===== src/rtl/decode_pkg.sv =====
// Shared types, widths and instruction field positions for the ID stage.
package decode_pkg;

  localparam int unsigned DATA_W  = 32;
  localparam int unsigned PC_W    = 9;
  localparam int unsigned NREG    = 16;
  localparam int unsigned REG_AW  = 4;
  localparam int unsigned INSTR_W = 33;
  localparam int unsigned IMM_W   = 16;

  localparam int unsigned OP_W    = 5;
  localparam int unsigned OP_LSB  = 28;
  localparam int unsigned RD_LSB  = 24;
  localparam int unsigned RS1_LSB = 20;
  localparam int unsigned RS2_LSB = 16;
  localparam int unsigned IMM_LSB = 0;

  localparam logic [REG_AW-1:0] LINK_REG = REG_AW'(15);

  typedef enum logic [OP_W-1:0] {
    OP_NOP  = 5'd0,
    OP_ADD  = 5'd1,
    OP_SUB  = 5'd2,
    OP_AND  = 5'd3,
    OP_OR   = 5'd4,
    OP_XOR  = 5'd5,
    OP_SLL  = 5'd6,
    OP_SRL  = 5'd7,
    OP_ADDI = 5'd8,
    OP_LDR  = 5'd9,
    OP_STR  = 5'd10,
    OP_BEQ  = 5'd11,
    OP_BNE  = 5'd12,
    OP_JMP  = 5'd13,
    OP_CALL = 5'd14,
    OP_RET  = 5'd15
  } opcode_e;

  typedef enum logic [3:0] {
    ALU_ADD = 4'd0,
    ALU_SUB = 4'd1,
    ALU_AND = 4'd2,
    ALU_OR  = 4'd3,
    ALU_XOR = 4'd4,
    ALU_SLL = 4'd5,
    ALU_SRL = 4'd6
  } alu_ctrl_e;

  typedef enum logic [1:0] {
    RES_ALU = 2'b00,
    RES_MEM = 2'b01,
    RES_PC4 = 2'b10
  } result_src_e;

  typedef struct packed {
    alu_ctrl_e   alu;
    logic        alu_src;
    logic        reg_write;
    logic        mem_write;
    result_src_e result_src;
    logic        branch;
    logic        branch_ne;
    logic        jump;
    logic        call;
    logic        ret;
    logic        illegal;
  } ctrl_t;

  typedef struct packed {
    logic [DATA_W-1:0] rd1;
    logic [DATA_W-1:0] rd2;
    logic [DATA_W-1:0] imm;
    logic [REG_AW-1:0] rd;
    logic [REG_AW-1:0] rs1;
    logic [REG_AW-1:0] rs2;
    logic [PC_W-1:0]   pc;
    logic [PC_W-1:0]   pc4;
    ctrl_t             ctrl;
  } idex_t;

endpackage


===== src/rtl/register_file.sv =====
// 16x32 register file: three async read ports, one sync write port, R0 hardwired to zero.
// Write-through from the WB port to the read ports is enabled by DECODE_BYPASS_EN.
module register_file
  import decode_pkg::*;
(
  input  logic              clk,
  input  logic              rst,
  input  logic              we,
  input  logic [REG_AW-1:0] wa,
  input  logic [DATA_W-1:0] wd,
  input  logic [REG_AW-1:0] ra1,
  input  logic [REG_AW-1:0] ra2,
  input  logic [REG_AW-1:0] ra3,
  output logic [DATA_W-1:0] rd1_c,
  output logic [DATA_W-1:0] rd2_c,
  output logic [DATA_W-1:0] rd3_c
);

  logic [DATA_W-1:0] regs [NREG];

  always_ff @(posedge clk or negedge rst) begin
    if (!rst) begin
      for (int i = 0; i < int'(NREG); i++) regs[i] <= '0;
    end else if (we && (wa != '0)) begin
      regs[wa] <= wd;
    end
  end

`ifdef DECODE_BYPASS_EN
  // Same-cycle WB data wins over the stored value, except for R0.
  assign rd1_c = (ra1 == '0) ? '0 : ((we && (wa == ra1)) ? wd : regs[ra1]);
  assign rd2_c = (ra2 == '0) ? '0 : ((we && (wa == ra2)) ? wd : regs[ra2]);
  assign rd3_c = (ra3 == '0) ? '0 : ((we && (wa == ra3)) ? wd : regs[ra3]);
`else
  assign rd1_c = (ra1 == '0) ? '0 : regs[ra1];
  assign rd2_c = (ra2 == '0) ? '0 : regs[ra2];
  assign rd3_c = (ra3 == '0) ? '0 : regs[ra3];
`endif

endmodule


===== src/rtl/decode_cycle.sv =====
// ID stage: splits the instruction, reads the register file, decodes control and
// registers everything into ID/EX. Optional WB write-through: DECODE_BYPASS_EN.
module decode_cycle
  import decode_pkg::*;
(
  input  logic               clk,
  input  logic               rst,
  input  logic [INSTR_W-1:0] InstrD,
  input  logic [PC_W-1:0]    PCD,
  input  logic [PC_W-1:0]    PCPlus4D,
  input  logic               StallD,
  input  logic               FlushE,
  input  logic               RegWriteW,
  input  logic [REG_AW-1:0]  RDW,
  input  logic [DATA_W-1:0]  ResultW,
  output logic [DATA_W-1:0]  RD1E,
  output logic [DATA_W-1:0]  RD2E,
  output logic [DATA_W-1:0]  ImmExtE,
  output logic [REG_AW-1:0]  RdE,
  output logic [REG_AW-1:0]  Rs1E,
  output logic [REG_AW-1:0]  Rs2E,
  output logic [PC_W-1:0]    PCE,
  output logic [PC_W-1:0]    PCPlus4E,
  output logic [3:0]         ALUControlE,
  output logic               ALUSrcE,
  output logic               RegWriteE,
  output logic               MemWriteE,
  output logic [1:0]         ResultSrcE,
  output logic               BranchE,
  output logic               BranchNeE,
  output logic               JumpE,
  output logic               CallE,
  output logic               ReturnE,
  output logic               IllegalE
);

  logic [OP_W-1:0]   op;
  logic [REG_AW-1:0] rd;
  logic [REG_AW-1:0] rs1;
  logic [REG_AW-1:0] rs2;
  logic [IMM_W-1:0]  imm;
  logic [DATA_W-1:0] rs1_data;
  logic [DATA_W-1:0] rs2_data;
  logic [DATA_W-1:0] link_data;
  ctrl_t             ctrl;
  idex_t             idex_d;
  idex_t             idex_q;

  assign op  = InstrD[OP_LSB  +: OP_W];
  assign rd  = InstrD[RD_LSB  +: REG_AW];
  assign rs1 = InstrD[RS1_LSB +: REG_AW];
  assign rs2 = InstrD[RS2_LSB +: REG_AW];
  assign imm = InstrD[IMM_LSB +: IMM_W];

  register_file u_rf (
    .clk   (clk),
    .rst   (rst),
    .we    (RegWriteW),
    .wa    (RDW),
    .wd    (ResultW),
    .ra1   (rs1),
    .ra2   (rs2),
    .ra3   (LINK_REG),
    .rd1_c (rs1_data),
    .rd2_c (rs2_data),
    .rd3_c (link_data)
  );

  // Control decoder; opcodes outside the defined set become an illegal bubble.
  always_comb begin
    ctrl = '0;
    case (opcode_e'(op))
      OP_NOP:  ;
      OP_ADD:  begin ctrl.reg_write = 1'b1; ctrl.alu = ALU_ADD; end
      OP_SUB:  begin ctrl.reg_write = 1'b1; ctrl.alu = ALU_SUB; end
      OP_AND:  begin ctrl.reg_write = 1'b1; ctrl.alu = ALU_AND; end
      OP_OR:   begin ctrl.reg_write = 1'b1; ctrl.alu = ALU_OR;  end
      OP_XOR:  begin ctrl.reg_write = 1'b1; ctrl.alu = ALU_XOR; end
      OP_SLL:  begin ctrl.reg_write = 1'b1; ctrl.alu = ALU_SLL; end
      OP_SRL:  begin ctrl.reg_write = 1'b1; ctrl.alu = ALU_SRL; end
      OP_ADDI: begin ctrl.reg_write = 1'b1; ctrl.alu_src = 1'b1; end
      OP_LDR:  begin
        ctrl.reg_write  = 1'b1;
        ctrl.alu_src    = 1'b1;
        ctrl.result_src = RES_MEM;
      end
      OP_STR:  begin ctrl.mem_write = 1'b1; ctrl.alu_src = 1'b1; end
      OP_BEQ:  begin ctrl.branch    = 1'b1; ctrl.alu = ALU_SUB; end
      OP_BNE:  begin ctrl.branch_ne = 1'b1; ctrl.alu = ALU_SUB; end
      OP_JMP:  ctrl.jump = 1'b1;
      OP_CALL: begin
        ctrl.jump       = 1'b1;
        ctrl.call       = 1'b1;
        ctrl.reg_write  = 1'b1;
        ctrl.result_src = RES_PC4;
      end
      OP_RET:  ctrl.ret = 1'b1;
      default: ctrl.illegal = 1'b1;
    endcase
  end

  // RET sources its target from R15; CALL always links into R15.
  always_comb begin
    idex_d      = '0;
    idex_d.ctrl = ctrl;
    idex_d.rd1  = ctrl.ret ? link_data : rs1_data;
    idex_d.rd2  = rs2_data;
    idex_d.imm  = {{(DATA_W-IMM_W){imm[IMM_W-1]}}, imm};
    idex_d.rd   = ctrl.call ? LINK_REG : rd;
    idex_d.rs1  = ctrl.ret ? LINK_REG : rs1;
    idex_d.rs2  = rs2;
    idex_d.pc   = PCD;
    idex_d.pc4  = PCPlus4D;
  end

  // ID/EX register: flush beats stall beats load.
  always_ff @(posedge clk or negedge rst) begin
    if (!rst) begin
      idex_q <= '0;
    end else if (FlushE) begin
      idex_q <= '0;
    end else if (!StallD) begin
      idex_q <= idex_d;
    end
  end

  assign RD1E        = idex_q.rd1;
  assign RD2E        = idex_q.rd2;
  assign ImmExtE     = idex_q.imm;
  assign RdE         = idex_q.rd;
  assign Rs1E        = idex_q.rs1;
  assign Rs2E        = idex_q.rs2;
  assign PCE         = idex_q.pc;
  assign PCPlus4E    = idex_q.pc4;
  assign ALUControlE = idex_q.ctrl.alu;
  assign ALUSrcE     = idex_q.ctrl.alu_src;
  assign RegWriteE   = idex_q.ctrl.reg_write;
  assign MemWriteE   = idex_q.ctrl.mem_write;
  assign ResultSrcE  = idex_q.ctrl.result_src;
  assign BranchE     = idex_q.ctrl.branch;
  assign BranchNeE   = idex_q.ctrl.branch_ne;
  assign JumpE       = idex_q.ctrl.jump;
  assign CallE       = idex_q.ctrl.call;
  assign ReturnE     = idex_q.ctrl.ret;
  assign IllegalE    = idex_q.ctrl.illegal;

endmodule


===== config.mk =====
export PLATFORM = sky130hd
export DESIGN_NAME = decode_cycle
export DESIGN_NICKNAME = d
export VERILOG_FILES = /design/src/rtl/decode_pkg.sv /design/src/rtl/register_file.sv /design/src/rtl/decode_cycle.sv
export SDC_FILE = /design/constraint.sdc
export NUM_CORES = 1
export LEC_CHECK = 0
export ABC_AREA = 1
export CAP_MARGIN = 20
export CELL_PAD_IN_SITES_DETAIL_PLACEMENT = 1
export CELL_PAD_IN_SITES_GLOBAL_PLACEMENT = 2
export CORE_MARGIN = 3
export CORE_UTILIZATION = 33
export CTS_CLUSTER_SIZE = 40
export DETAILED_ROUTE_END_ITERATION = 10
export PLACE_DENSITY = 0.9
export REMOVE_ABC_BUFFERS = 1
export SLEW_MARGIN = 20
export SYNTH_ARGS = -nofsm -noshare
export SYNTH_HDL_FRONTEND = slang
export SYNTH_HIERARCHICAL = 1
export SYNTH_SLANG_ARGS = --single-unit

===== constraint.sdc =====
create_clock -name clk -period 1.5 [get_ports clk]
set_clock_uncertainty 0.2 [all_clocks]
set_input_delay 0.225 -clock clk [delete_from_list [all_inputs] [get_ports clk]]
set_output_delay 0.225 -clock clk [all_outputs]
set_load 0.005 [all_outputs]

==> impl_results.md <==
* Post-Syn Area at 40000 um2
* Status: complete, but fails checks
* Synth Instances at 6271
* PortBufs at 231
* Max Fclk at 535 MHz
* Clk sinks at 635
* Synth cell types at 27
* Area leader, netlist: dfrtp_1
* Post-synth ARST share at 1.00
* RSZ-0062 raised after global routing: yes
* Post-Synth Simple-Gate Area at 0.386
* H-tree levels at 3
* Design area at 53500 um2
* Share of layout cells above drive strength 1 at 0.244
* 1st-iter DRT viols at 4347
* Slew @ Worst Pin at 1.01 ns
* Failing checks: setup timing
* Xor/xnor share of the synthesized area at 0
* Slew margin rel. at 0.328
* Synth Area in Adders at 0
* Iteration count of the initial detailed-routing pass at 6
* CTS clk-pin slew, worst paths at 0.06 ns
* Fin. Hold Viols at 0
* Number of routed nets with antenna violations at 0
* Syn_area_per_cell at 6.37 um2
* DPL Wire Length at 119 mm
* Die Span Y at 354 um
* Fin util at 0.445
* Largest family of logic cells by synthesized area: simple AND/OR/NAND/NOR gates
* Drt via density at 5.48
* Hold Path Class: in -> reg
* Compound-gate portion of the synthesized area at 0.0984
* CP Launch Type: register
* Core area at 120000 um2
* Worst setup EP type: output port
* Fin crit share at 1.25
* First-pass GRT wire length at 289 mm
* Synth top cells by count: nand2_1, nand3_1, inv_1
* Max IR drop VDD at 0.886 mV
* WL per Instance at 23.0 um
* Fin cells at 8469
* Num CTS Buffers at 81
* Site row count at 127
* Synth top area share at 0.397
* Final Wtd Congestion at 0.868
* CTS root buf: clkbuf_16
* CTS tree: yes
* Crit-path max FO at 5
* Vias in the first global route at 47000
* Final setup vio count at 159
* Yosys warns at 6
* Critical path arrival at 1.44 ns
* Wirelength, routed at 194 mm
* Area added between synthesis and finish at 33.7%
* Final Slew Violations at 0
* Seq/Total Area, Yosys at 0.397
* Post-synth EDFFs at 0
* Later-pin clock latency in the skew report at 0.66 ns
* IO Pins at 233
* Post-Place Cell Area at 48000 um2
* Count leader, synth: nand2_1
* Max cap viols at 0
* CTS Buffer Depth at 3
* Kind of critical path: reg -> out
* Via count at 46400
* Pwr Total at 60.5 mW
* GRT Residual Overflow at 0
* Fin crit period at 1.87 ns
* Die area at 125000 um2
* Initial Util at 0.333
* Worst EP required at 1.07 ns
* Top post-synthesis cells by area: dfrtp_1, nand2_1, nand3_1
* Initial antenna violation count at 3
* Inst Count DP at 8079
* #FFs+latches synth at 635
* Fin worst setup slack at -0.369 ns
* Pwr dens at 1130 nW/um2
* Nets@finish at 6893
* # DRC at 0
* Largest net degree at the start of global routing at 259
* Die Span X at 354 um
* Mux cell area share after synthesis at 0
* Overall Global Routing Usage at 0.295
* Leakage at 27.8 nW
* Post-synth top flop: dfrtp_1
[final timing paths]
| kind | start | slack [ns] | cells past startpoint | to |
|---|---|---|---|---|
| max in group asynchronous | rst | -0.16 | 3 | u_rf/regs[356] |
| max | ImmExtE[30] | -0.37 | 3 | ImmExtE[17] |
| max reg2reg | u_rf/regs[26] | -0.07 | 9 | RD1E[26] |
| min reg2reg | u_rf/regs[492] | 0.18 | 0 | u_rf/regs[492] |
| min in group asynchronous | rst | 0.05 | 3 | u_rf/regs[391] |
| min | RDW[2] | 0.02 | 6 | u_rf/regs[312] |
[placed cells by master, fill, tap and decap left out, types with 2 or more instances in the layout]
cell type,Yosys,routed
nor2_4,0,8
clkbuf_16,0,85
clkinvlp_4,0,2
nand2_1,2611,2531
buf_4,22,488
nand3_1,1071,946
o2bb2ai_2,0,7
clkbuf_8,0,21
o21ai_1,30,46
buf_6,3,46
clkbuf_1,301,14
conb_1,2,8
nand2_4,0,2
inv_1,661,269
dfrtp_2,0,5
dlygate4sd3_1,0,40
nor2_2,4,2
o2bb2ai_1,15,7
nor3_4,2,2
clkdlybuf4s50_1,0,81
buf_2,122,119
o21ai_0,490,474
nand3_2,5,128
inv_6,0,5
a21oi_4,0,10
nand3_4,0,2
buf_12,0,178
a22o_1,71,71
nand2_2,8,86
a21oi_2,0,55
bufinv_16,0,3
dfrtp_1,635,630
a21oi_1,114,49
clkbuf_2,3,5
nor2_1,18,12
inv_2,3,390
inv_8,0,2
clkinv_2,0,13
buf_8,0,3
nor4_2,0,2
[routing by layer]
| metal | wire, um | vias up | GRT usage |
|---|---|---|---|
| li1 | - | 20800 | - |
| met1 | 82500 | 23200 | 0.395 |
| met2 | 88900 | 1947 | 0.481 |
| met3 | 14800 | 488 | 0.0450 |
| met4 | 8130 | 2 | 0.109 |
| met5 | 12 | - | 0 |
[power breakdown]
part | total (mW) | internal (mW) | switching, mW | leakage (nW)
Sequential | 22.0 | 20.1 | 1.84 | 8.09
Combinational | 18.8 | 7.41 | 11.4 | 18.4
Clock | 19.7 | 11.5 | 8.19 | 1.29
Total | 60.5 | 39.0 | 21.4 | 27.8
[stage by stage]
step	setup WS [ns]	hold WS, ns	setup TNS [ns]
after floorplan	-3.45	-0.271	-432.46
after global placement	-0.636	-0.0897	-260.55
after detailed placement	-0.672	-0.0907	-298.77
after CTS	-0.417	0.0144	-26.76
after global routing	-0.420	0.0494	-28.66
final	-0.369	0.0159	-20.09
[cells by family after synthesis]
logic type / Yosys count
other cells: 2
buf+inv: 1188
flops: 635
simple gates: 3725
compound gates: 721
[cell type report]
cell class	instances	area, um2
inverter	664	2520
clock inverter	21	204
sequential	635	15900
antenna	1	2.50
fill	15200	66700
multi-input combinational	4454	20700
clock buffer	117	2390
tap	1612	2020
timing repair buffer	965	9740
[state kept, by name (all words and copies together) (netlist names), 2 cells and up]
register and cells:
PCPlus4E 9, ALUControlE 3, Rs1E 4, RdE 4, u_rf/regs 512, RD1E 32
ImmExtE 16, ResultSrcE 2, Rs2E 4, PCE 9, RD2E 32
[critical path, cell delays in order (launching register included)]
cell and delay, ns:
dfrtp_2 0.43, buf_6 0.13, buf_6 0.12, buf_6 0.11
[timing repair]
item,in CTS,in global routing
hold endpoints to repair,673,11
gates cloned,0,6
setup buffers,71,143
setup endpoints to repair,160,314
gates resized for setup,657,646
hold buffers,40,1
pin swaps,37,204
Note: power is estimated with default switching activity, not from simulation.
